<file path="config.mk">
export PLATFORM = sky130hd
export DESIGN_NAME = exp_request_arbiter
export DESIGN_NICKNAME = d
export VERILOG_FILES = /design/src/rtl/exp_request_arbiter.sv
export SDC_FILE = /design/constraint.sdc
export NUM_CORES = 1
export LEC_CHECK = 0
export BUFFER_PORTS_ARGS = -buffer_cell sky130_fd_sc_hd__buf_2
export CORE_AREA = 2 2 106 108
export CTS_CLUSTER_SIZE = 10
export DETAILED_ROUTE_END_ITERATION = 10
export DIE_AREA = 0 0 108 110
export GPL_ROUTABILITY_DRIVEN = 0
export PLACE_DENSITY = 0.73
export SKIP_LAST_GASP = 1
export SYNTH_ARGS = -nofsm -noshare
export SYNTH_HDL_FRONTEND = slang
export SYNTH_SLANG_ARGS = --single-unit
</file>
<file path="constraint.sdc">
create_clock -name clock_i -period 5.8 [get_ports clock_i]
set_input_delay 0.87 -clock clock_i [delete_from_list [all_inputs] [get_ports clock_i]]
set_output_delay 0.87 -clock clock_i [all_outputs]
set_load 0.01 [all_outputs]
</file>
<file path="src/rtl/exp_request_arbiter.sv">
// Round-robin arbiter that time-shares one non-pipelined exp unit between softmax lanes.
// Optional WAIT watchdog is built only when EXP_ARB_TIMEOUT_EN is defined.
module exp_request_arbiter #(
    parameter int data_size            = 32,
    parameter int number_of_requesters = 4,
    parameter int timeout_cycles       = 64
) (
    input  logic                                      clock_i,
    input  logic                                      reset_i,
    input  logic [number_of_requesters-1:0]           req_valid_i,
    input  logic [number_of_requesters*data_size-1:0] req_data_i,
    output logic [number_of_requesters-1:0]           req_ready_o,
    output logic [data_size-1:0]                      exp_data_o,
    output logic                                      exp_data_valid_o,
    input  logic [data_size-1:0]                      exp_result_i,
    input  logic                                      exp_result_valid_i,
    output logic [number_of_requesters-1:0]           resp_valid_o,
    output logic [data_size-1:0]                      resp_data_o,
    output logic                                      busy_o,
    output logic                                      err_o,
    output logic [7:0]                                done_count_o
);

    // state  | meaning
    // IDLE   | no transaction; arbitrate among pending lanes
    // ISSUE  | operand presented to exp unit, winner acknowledged
    // WAIT   | waiting for the exp unit result strobe
    // RESP   | result routed back to the winning lane

    localparam int idx_w = (number_of_requesters > 1) ? $clog2(number_of_requesters) : 1;
    localparam int tmo_w = $clog2(timeout_cycles + 1) + 1;
    localparam logic [number_of_requesters-1:0] lane_one = {{(number_of_requesters-1){1'b0}}, 1'b1};

    if (number_of_requesters < 2 || number_of_requesters > 8) begin : g_bad_lanes
        $error("exp_request_arbiter: number_of_requesters must be 2..8");
    end
    if (timeout_cycles < 1) begin : g_bad_timeout
        $error("exp_request_arbiter: timeout_cycles must be at least 1");
    end

    typedef enum logic [1:0] {
        st_idle  = 2'd0,
        st_issue = 2'd1,
        st_wait  = 2'd2,
        st_resp  = 2'd3
    } state_t;

    state_t                 state_q, state_d;
    logic [idx_w-1:0]       ptr_q;
    logic [idx_w-1:0]       winner_q;
    logic [idx_w-1:0]       win_idx;
    logic [idx_w-1:0]       ptr_next;
    logic [idx_w:0]         cand;
    logic                   any_req;
    logic [data_size-1:0]   req_sel;
    logic [data_size-1:0]   operand_q;
    logic [data_size-1:0]   result_q;
    logic [7:0]             done_q;
    logic                   grant;
    logic                   result_take;
    logic                   tmo_hit;

    // Scan from ptr upward (mod N); walking the offsets high-to-low leaves the first hit last.
    always_comb begin
        win_idx = ptr_q;
        any_req = 1'b0;
        cand    = '0;
        for (int i = number_of_requesters - 1; i >= 0; i--) begin
            cand = {1'b0, ptr_q} + (idx_w+1)'(i);
            if (cand >= (idx_w+1)'(number_of_requesters)) begin
                cand = cand - (idx_w+1)'(number_of_requesters);
            end
            if (req_valid_i[cand[idx_w-1:0]]) begin
                win_idx = cand[idx_w-1:0];
                any_req = 1'b1;
            end
        end
    end

    always_comb begin
        ptr_next = win_idx + idx_w'(1);
        if (win_idx == idx_w'(number_of_requesters - 1)) begin
            ptr_next = '0;
        end
    end

    always_comb begin
        req_sel = '0;
        for (int k = 0; k < number_of_requesters; k++) begin
            if (win_idx == idx_w'(k)) begin
                req_sel = req_data_i[k*data_size +: data_size];
            end
        end
    end

    assign grant       = (state_q == st_idle) && any_req;
    assign result_take = (state_q == st_wait) && exp_result_valid_i;

`ifdef EXP_ARB_TIMEOUT_EN
    logic [tmo_w-1:0] tmo_q;
    logic             err_q;

    // Down-counter loaded during ISSUE so its terminal count lands on the last allowed WAIT cycle.
    assign tmo_hit = (state_q == st_wait) && !exp_result_valid_i && (tmo_q == '0);

    always_ff @(posedge clock_i) begin
        if (reset_i) begin
            tmo_q <= '0;
            err_q <= 1'b0;
        end else begin
            if (state_q == st_issue) begin
                tmo_q <= tmo_w'(timeout_cycles - 1);
            end else if (state_q == st_wait && tmo_q != '0) begin
                tmo_q <= tmo_q - tmo_w'(1);
            end
            if (result_take) begin
                err_q <= 1'b0;
            end else if (tmo_hit) begin
                err_q <= 1'b1;
            end
        end
    end

    assign err_o = (state_q == st_resp) && err_q;
`else
    assign tmo_hit = 1'b0;
    assign err_o   = 1'b0;
`endif

    always_comb begin
        state_d = state_q;
        case (state_q)
            st_idle: begin
                if (any_req) begin
                    state_d = st_issue;
                end
            end
            st_issue: state_d = st_wait;
            st_wait: begin
                if (result_take || tmo_hit) begin
                    state_d = st_resp;
                end
            end
            st_resp: state_d = st_idle;
            default: state_d = st_idle;
        endcase
    end

    always_ff @(posedge clock_i) begin
        if (reset_i) begin
            state_q   <= st_idle;
            ptr_q     <= '0;
            winner_q  <= '0;
            operand_q <= '0;
            result_q  <= '0;
            done_q    <= '0;
        end else begin
            state_q <= state_d;
            if (grant) begin
                winner_q  <= win_idx;
                operand_q <= req_sel;
                ptr_q     <= ptr_next;
            end
            // A timed-out transaction returns zero data.
            if (result_take) begin
                result_q <= exp_result_i;
            end else if (tmo_hit) begin
                result_q <= '0;
            end
            if (state_q == st_resp) begin
                done_q <= done_q + 8'd1;
            end
        end
    end

    always_comb begin
        req_ready_o      = '0;
        resp_valid_o     = '0;
        exp_data_valid_o = 1'b0;
        case (state_q)
            st_issue: begin
                req_ready_o      = lane_one << winner_q;
                exp_data_valid_o = 1'b1;
            end
            st_resp: resp_valid_o = lane_one << winner_q;
            default: ;
        endcase
    end

    assign exp_data_o   = operand_q;
    assign resp_data_o  = result_q;
    assign busy_o       = (state_q != st_idle);
    assign done_count_o = done_q;

endmodule

</file>
# Word-level counts from Yosys, hierarchy flattened
# Index checks and enable logic that the tools add are counted.
# totals
ff_bits	78
latch_bits	0
ramBits	0
mem_bits_ro	0
inputBits	167
output_inout_bits	83
n_memories	0
# classes
n_addsub	9
multipliers	0
div	0
n_lt_le_gt_ge	8
eq_ne	8
n_shift	1
muxes	31
n_bitwise	0
n_reduce_logical	6
# op_table
op	n
two-way mux 32 bit	4
two-way mux 2 bit	11
less-than comparator 2 x 3 -> 1 bit, second input constant	4
greater-or-equal comparator 3 bit, second input constant	3
two-way mux 1 bit	9
adder 8 x 1 -> 8 bit, second input constant	1
binary-select mux 1 bit (select 2 bit)	4
equality test 2 bit, second input constant	4
two-way mux 4 bit	2
case mux 2 bit (4 select lines)	1
subtractor 2 x 1 -> 2 bit, second input constant	4
adder 2 x 2 -> 3 bit, second input constant	2
equality test 2 x 1 -> 1 bit, second input constant	2
zero test 2 bit	2
!= test 2 bit, second input constant	2
left shift 1 x 2 -> 4 bit, first input constant	1
adder 2 x 1 -> 3 bit, second input constant	1
greater-or-equal comparator 2 x 3 -> 1 bit, second input constant	1
adder 2 x 1 -> 2 bit, second input constant	1
logical AND 1 bit	2
AND reduction 2 bit	1
nonzero test 2 bit	1

# Logic depth before layout (Yosys ltp)
# Gate-level depths: netlist of run 1.
# logic_depth
ltp_word	14
mapped_depth	9
mapped_depth_nobuf	7

# Worst setup path after synthesis of run 1
# Ideal clock, no wire load.
# synth_timing
path_kind	input to register
from	in req_valid_i[0]
to	reg operand_q[21] (netlist: exp_data_o[21])
setup_ns	0.088
t_arrival_ns	2.797
slack_ns	2.915
path_stages	9
cell_sequence	nor2b_1 or4_1 and2_1 ha_1 buf_2 clkbuf_1 nand3b_1 a221o_1 a311oi_2
# synth_between
elab_chain_cells	11
elab_cells_between_ends	25
classes_between	eq/ne (3); mux (20); reduce/logical (2)
# synth_lines
element	line	rtl
start, declared	10	input logic [number_of_requesters-1:0] req_valid_i,
binary-select mux 1 bit (select 2 bit)	73	if (req_valid_i[cand[idx_w-1:0]]) begin
two-way mux 1 bit (not written as such)	73	
two-way mux 2 bit (4 in a row)	73	
zero test 2 bit	90	if (win_idx == idx_w'(k)) begin
two-way mux 32 bit (4 in a row)	90	
end signal, assigned	161	operand_q <= req_sel;
end, declared	56	logic [data_size-1:0] operand_q;
# Parallel ways exist; a longest one is shown, timed or not. The select of a mux whose other input is x is not followed.
# A chain may end at the register's enable or synchronous reset.

# Worst setup path after layout of run 1
# layout_timing
from	in req_valid_i[0]
to	reg operand_q[18] (netlist: exp_data_o[18])
# layout_between
elab_chain_cells	11
elab_cells_between_ends	25
classes_between	eq/ne (3); mux (20); reduce/logical (2)
# layout_lines
element	line	rtl
binary-select mux 1 bit (select 2 bit)	73	
two-way mux 1 bit (not written as such)	73	
two-way mux 2 bit (3 in a row)	73	
two-way mux 2 bit *	73	
via win_idx[1]	51	logic [idx_w-1:0] win_idx;
zero test 2 bit	90	
two-way mux 32 bit (3 in a row)	90	
two-way mux 32 bit *	90	
# The timed path passes the listed nets; every way through them passes the cells marked *. The select of a mux whose other input is x is not followed.

==> summary.md, run 1 <==
| Metric | Value |
|---|---|
| Status | `completed` |
| Share of the yosys chip area belonging to registers | `37.16%` |
| DP Cell Count | `871` |
| Data required, critical path | `6.05 ns` |
| GR peak layer | `met2` |
| Fin crit share | `56.68%` |
| FFs w/ async S/R, synth | `0%` |
| CP Depth | `8` |
| Max-slew violations | `0` |
| Max Clk Rate | `0.3042 GHz` |
| Post-DP HPWL | `9651 um` |
| Nets | `918` |
| Mapped Avg Cell Area | `7.912 um2` |
| Arr. time, crit path | `3.53 ns` |
| M3 GR Usage | `5.173%` |
| CTS sink cnt | `78` |
| Remaining Overflow, GRT | `0` |
| EDFF count, synth | `0` |
| Layout cell share with drive strength beyond 1 | `37.62%` |
| Dpl ws | `2.190 ns` |
| Buf/Inv on CP | `1` |
| Critical Path Start | `req_valid_i[0]` |
| H-tree depth | `3` |
| Crit-path cells | `buf_2 > nor2b_1 > or4_1 > nand2_1 > ha_2 > a21oi_1 > a221o_1 > a311oi_1` |
| DRC viols | `0` |
| Die Ht | `110 um` |
| Power Density | `464.3 nW/um2` |
| Most frequent cells in the layout | `buf_2, nand2_1, dfxtp_1` |
| GRT Util Overall | `20.65%` |
| Largest net degree at the start of global routing | `81` |
| Power, Total | `2607 uW` |
| Dominant cells by area after synthesis | `dfxtp_1, nand2_1, a21oi_1` |
| Lkg Pwr | `0.002658 uW` |
| Max-slew headroom | `13.56%` |
| Crit-path max cell delay | `0.93 ns` |
| CP Launch Type | `input pin` |
| CTS clk-pin slew, worst paths | `0.09 ns` |
| Starting DRT DRC Count | `349` |
| Initial DRT Pass Iterations | `4` |
| Unrepaired setup endpoints after global routing | `no` |
| CP Class | `input pin to flip-flop` |
| Worst Tran Pin Value | `1.297 ns` |
| FILL cells | `1,051` |
| CTS tree | `yes` |
| #FFs+latches synth | `78` |
| Reg2Reg Setup Slack | `2.78 ns` |
| Slowest CP cell | `ha_2` |
| Setup Viol. Count Final | `0` |
| Period minus WS final | `3.287 ns` |
| Final wirelength | `13,050 um` |
| GRT met2 Usage | `36.21%` |
| Vias | `4,634` |
| Vias in the first global route | `4,161` |
| Max FO, Critical Path | `64` |
| Max-cap violations | `0` |
| Initial antenna violation count | `0` |
| Worst setup path end | `exp_data_o[18]` |
| CTS buffer count | `9` |
| Ys Warns | `0` |
| Netlist cell types | `39` |
| R2R Path End | `exp_data_o[18]` |
| DIE WIDTH | `108 um` |
| Critical path's top delay family | `adder cells` |
| Syn nets | `707` |
| Final WS setup | `2.513 ns` |
| WL/cell | `14.69 um` |
| Die area | `11,880 um2` |
| Final TNS setup | `0 ns` |
| Final Hold Viols | `0` |
| Reg2Reg Depth | `7` |
| Row count | `38` |
| Max VDD drop | `200.0 uV` |
| R2r startpoint | `ptr_q[1]` |
| Post-CTS Hold Buffers | `0` |
| # port buffers | `248` |
| Most used DFF post-synth | `dfxtp_1` |
| Fin cells | `888` |
| Gates resized, CTS repair | `0` |
| I/O pins | `250` |
| First-pass GRT wire length | `19,460 um` |
| Syn Inst Count | `531` |
| CTS Buffer Depth | `2` |
| Clk_lat worst skew | `0.35 ns` |
| Commonest non-fill, non-tap cell in the layout | `buf_2` |
| Mapped Area | `4202 um2` |
| Setup bufs post-CTS | `0` |
| Post-synth top area share | `37.16%` |
| Hold depth | `2` |
| Initial cell density of the core | `39.27%` |
| Core area | `10,700 um2` |
| Synth area leader | `dfxtp_1` |
| CP endpoint kind | `flip-flop` |
| Post-route ant nets | `0` |
| Final hold slack | `0.4559 ns` |
| Worst Hold Class | `flip-flop to flip-flop` |
| Area grow syn2layout | `33.65%` |
| Met1 Usage GRT | `24.42%` |
| Vias/cell | `5.218` |
| CTS Root Cell | `clkbuf_8` |
| Clock skew | `0.009680 ns` |
[worst register-to-register path: stages (launching register included)]
cell and delay [ns]:
dfxtp_1 0.37, and3b_1 0.20, or4_1 0.52, nand2_1 0.13
ha_2 0.93, a21oi_1 0.13, a221o_1 0.37, a311oi_1 0.27
[logic make-up (layout without fill, tap and decap cells)]
family                   Yosys count  in the layout  share of synthesized area, %
AO/OA/AOI/OAI                    145            145                         26.21
XOR/XNOR                           4              4                        0.8340
adder cells (fa/ha/maj)            9              9                         2.680
buffers and inverters             85            301                         8.845
flip-flops                        78             78                         37.17
multiplexers                       3              3                        0.7147
other                              1              2                       0.08925
AND/OR/NAND/NOR                  206            206                         23.47
[layer usage]
metal,vias to the layer above,wire length (um)
met1,2126,5537
li1,2293,-
met4,0,189
met5,-,0
met3,17,1079
met2,198,6240
[worst min path at each step]
stage,to,startpoint,slack (ns)
2_1_floorplan,resp_data_o[0],resp_data_o[0],0.48
3_3_place_gp,resp_data_o[17],resp_data_o[17],0.44
3_5_place_dp,resp_data_o[6],resp_data_o[6],0.44
4_1_cts,resp_data_o[6],resp_data_o[6],0.46
5_1_grt,resp_data_o[1],resp_data_o[1],0.48
6_report,resp_data_o[21],resp_data_o[21],0.46
[registers in the layout (all words and copies together), names as in the netlist]
signal        count
ptr_q             2
resp_data_o      32
state_q           2
winner_q          2
done_count_o      8
exp_data_o       32
[Yosys cell counts, types with 2 or more instances]
library cell / instances
nand3b_1: 32
clkbuf_1: 25
and3b_1: 5
inv_1: 35
nor2_1: 42
o21bai_1: 2
a311oi_1: 23
a311oi_2: 10
a21oi_1: 67
mux2i_1: 3
ha_1: 9
nand2b_1: 3
buf_6: 3
nand4_1: 3
buf_2: 18
and3_1: 3
nor2b_1: 4
and2_1: 2
nand2_1: 100
buf_4: 2
buf_1: 2
nor3b_1: 3
xor2_1: 3
dfxtp_1: 78
a221o_1: 32
o21ai_0: 5
nand3_1: 3
or3_1: 3
[per-stage QoR]
| step | utilization, % | cell area (um2) |
|---|---|---|
| 6_report | 52.49 | 5615 |
| 3_5_place_dp | 50.49 | 5401 |
| 4_1_cts | 52.47 | 5613 |
| 2_1_floorplan | - | 4202 |
| 3_3_place_gp | 50.49 | 5401 |
| 5_1_grt | 52.47 | 5613 |
[power by group]
part           switching (uW)  total, uW  internal (uW)
registers                 100        800            700
clock network             220        430            210
logic                     786       1380            591
total                    1110       2610           1500
[layout make-up]
type	instances	area, um2	area share [%]
clock inverter	7	87.58	1.560
inverter	35	131.4	2.340
sequential	78	1562	27.81
multi-input combinational	368	2277	40.55
clock buffer	9	123.9	2.206
tap	140	175.2	3.119
antenna	1	2.502	0.04456
timing repair buffer	250	1256	22.37
Power figures use the tool's default switching activity.
==> run 2: changes to the inputs <==
==> constraint.sdc (replaced) <==
create_clock -name clock_i -period 3.07 [get_ports clock_i]
set_input_delay 0.4605 -clock clock_i [delete_from_list [all_inputs] [get_ports clock_i]]
set_output_delay 0.4605 -clock clock_i [all_outputs]
set_load 0.01 [all_outputs]
==> run 2 against run 1 <==
Net effect:
- worst hold slack worse by 0.11 ns
- sequential cell count stayed put
- register-to-register slack worse by 2.4 ns
- clock power is 70% higher
- sequential power is 90% higher
==> summary.md, run 2 (synthesis gave the netlist of run 1 again) <==
| Metric | Value |
|---|---|
| Clock skew | `0.01269 ns (was 0.009680 ns)` |
| Comb power frac | `54.5% (was 52.8%)` |
| CTS buffer count | `9 (unchanged)` |
| Initial DRT Pass Iterations | `5 (was 4)` |
| Vias in the first global route | `4,312 (was 4,161)` |
| Max-slew headroom | `30.13% (was 13.56%)` |
| Worst Hold Class | `input pin to flip-flop (was flip-flop to flip-flop)` |
| Clk_lat worst skew | `0.35 ns (about the same)` |
| Unrepaired setup endpoints after global routing | `no (unchanged)` |
| Vias/cell | `5.225 (was 5.218)` |
| Crit-path max cell delay | `0.53 ns (was 0.93 ns)` |
| Post-DP HPWL | `10,200 um (was 9651 um)` |
| Power Density | `871.4 nW/um2 (was 464.3 nW/um2)` |
| CP Class | `flip-flop to flip-flop (was input pin to flip-flop)` |
| Post-CTS Hold Buffers | `0 (unchanged)` |
| Slowest CP cell | `or4_1 (was ha_2)` |
| Final hold slack | `0.3460 ns (was 0.4559 ns)` |
| CTS Buffer Depth | `2 (unchanged)` |
| Post-route ant nets | `0 (unchanged)` |
| I/O pins | `250 (unchanged)` |
| Seq pwr share | `30.8% (was 30.7%)` |
| CTS tree | `yes (unchanged)` |
| Clock share of power | `14.7% (was 16.5%)` |
| Final wirelength | `13,310 um (was 13,050 um)` |
| Period minus WS final | `2.673 ns` |
| Final Hold Viols | `0 (unchanged)` |
| Area after DPL | `5502 um2 (was 5401 um2)` |
| Hold depth | `3 (was 2)` |
| Internal | `2880 uW (was 1501 uW)` |
| # port buffers | `248 (unchanged)` |
| CP endpoint kind | `flip-flop (unchanged)` |
| Setup bufs post-CTS | `0 (unchanged)` |
| Buf/Inv on CP | `1 (unchanged)` |
| Dpl ws | `0.1295 ns (was 2.190 ns)` |
| Critical path's top delay family | `simple AND/OR/NAND/NOR gates (was adder cells)` |
| CTS clk-pin slew, worst paths | `0.08 ns (was 0.09 ns)` |
| Most frequent cells in the layout | `buf_2, nand2_1, dfxtp_1 (unchanged)` |
| Fin util | `53.08% (was 52.49%)` |
| Final WS setup | `0.3969 ns (was 2.513 ns)` |
| First-pass GRT wire length | `19,570 um (was 19,460 um)` |
| Switching power | `2067 uW (was 1106 uW)` |
| Layout cell share with drive strength beyond 1 | `38.28% (was 37.62%)` |
| Setup Viol. Count Final | `0 (unchanged)` |
| Fin crit share | `87.07%` |
| Vias | `4,676 (was 4,634)` |
| Design Area, Final | `5678 um2 (was 5615 um2)` |
| Commonest non-fill, non-tap cell in the layout | `buf_2 (unchanged)` |
| Lkg Pwr | `0.002698 uW (was 0.002658 uW)` |
| Max-slew violations | `0 (unchanged)` |
| Initial cell density of the core | `39.27% (unchanged)` |
| CP Depth | `8 (unchanged)` |
| Final TNS setup | `0 ns (unchanged)` |
| DIE WIDTH | `108 um (unchanged)` |
| Area grow syn2layout | `35.14% (was 33.65%)` |
| Crit-path cells | `and3b_1 > or4_1 > and2_1 > ha_2 > buf_12 > nand3b_1 > a221o_1 > a311oi_1 (was buf_2 > nor2b_1 > or4_1 > nand2_1 > ha_2 > a21oi_1 > a221o_1 > a311oi_1)` |
| Switching Fraction | `41.78% (was 42.43%)` |
| Core area | `10,700 um2 (unchanged)` |
| Remaining Overflow, GRT | `0 (unchanged)` |
| DRC viols | `0 (unchanged)` |
| Nets | `928 (was 918)` |
| Die area | `11,880 um2 (unchanged)` |
| Max Clk Rate | `0.3741 GHz` |
| CP Launch Type | `flip-flop (was input pin)` |
| Max FO, Critical Path | `34 (was 64)` |
| Data required, critical path | `3.33 ns (was 6.05 ns)` |
| Worst Tran Pin Value | `1.048 ns (was 1.297 ns)` |
| Arr. time, crit path | `2.94 ns (was 3.53 ns)` |
| Max VDD drop | `434.7 uV (was 200.0 uV)` |
| Status | `completed (unchanged)` |
| H-tree depth | `3 (unchanged)` |
| GRT Util Overall | `20.83% (was 20.65%)` |
| Max-cap violations | `0 (unchanged)` |
| CTS Root Cell | `clkbuf_8 (unchanged)` |
| Initial antenna violation count | `0 (unchanged)` |
| Gates resized, CTS repair | `0 (unchanged)` |
| WL/cell | `14.87 um (was 14.69 um)` |
| Starting DRT DRC Count | `332 (was 349)` |
| Row count | `38 (unchanged)` |
| Largest net degree at the start of global routing | `56 (was 81)` |
| Die Ht | `110 um (unchanged)` |
| Reg2Reg Depth | `8 (was 7)` |
| N_diodes | `0 (was 1)` |
| CTS sink cnt | `78 (unchanged)` |
[run 2: cell types whose count changed in the layout (fill, tap and decap cells not counted)]
cell and delta:
inv_8 -2, clkinv_4 -1, buf_12 +2, clkinv_2 +3, inv_6 -3, clkinvlp_4 +1, diode_2 -1, buf_4 +8
[run 2: worst min-delay path, stage by stage]
cell	delay, ns
buf_2	0.10
nand2_1	0.04
a21oi_1	0.05
[run 2: power by group through the flow]
stage / clock [uW] / sequential [uW] / combinational (uW)
after floorplan: 0 / 1630 / 1820
after global placement: 0 / 1530 / 2640
after detailed placement: 0 / 1540 / 2700
after CTS: 756 / 1520 / 2710
after global routing: 793 / 1560 / 2980
final: 730 / 1520 / 2700
[run 2: worst paths after layout]
check                   start         endpoint  slack (ns)
max reg2reg          ptr_q[1]    exp_data_o[4]        0.40
min          exp_result_i[14]  resp_data_o[14]        0.35
min reg2reg    resp_data_o[9]   resp_data_o[9]        0.45
max                  ptr_q[1]    exp_data_o[4]        0.40
[run 2: area by class of cell]
cell class | count | area [um2]
Sequential cell | 78 | 1562
Timing Repair Buffer | 260 | 1356
Clock inverter | 5 | 52.55
Inverter | 35 | 131.4
Clock buffer | 9 | 123.9
Multi-Input combinational cell | 368 | 2277
Tap cell | 140 | 175.2
Fill cell | 1025 | 5020
[run 2: through the flow]
stage | cells | total power (uW)
floorplan | 531 | 3455
global placement | 881 | 4166
detailed placement | 881 | 4241
CTS | 895 | 4986
global route | 895 | 5335
finish | 895 | 4948
[run 2: per-layer routing]
layer	up-vias	track usage [%]	share of wire [%]	routed length [um]
met4	0	9.066	2.2	292
met5	-	0	0	0
met2	221	37.38	48	6339
met3	20	4.056	7.8	1043
li1	2307	-	-	-
met1	2128	24.16	42	5632
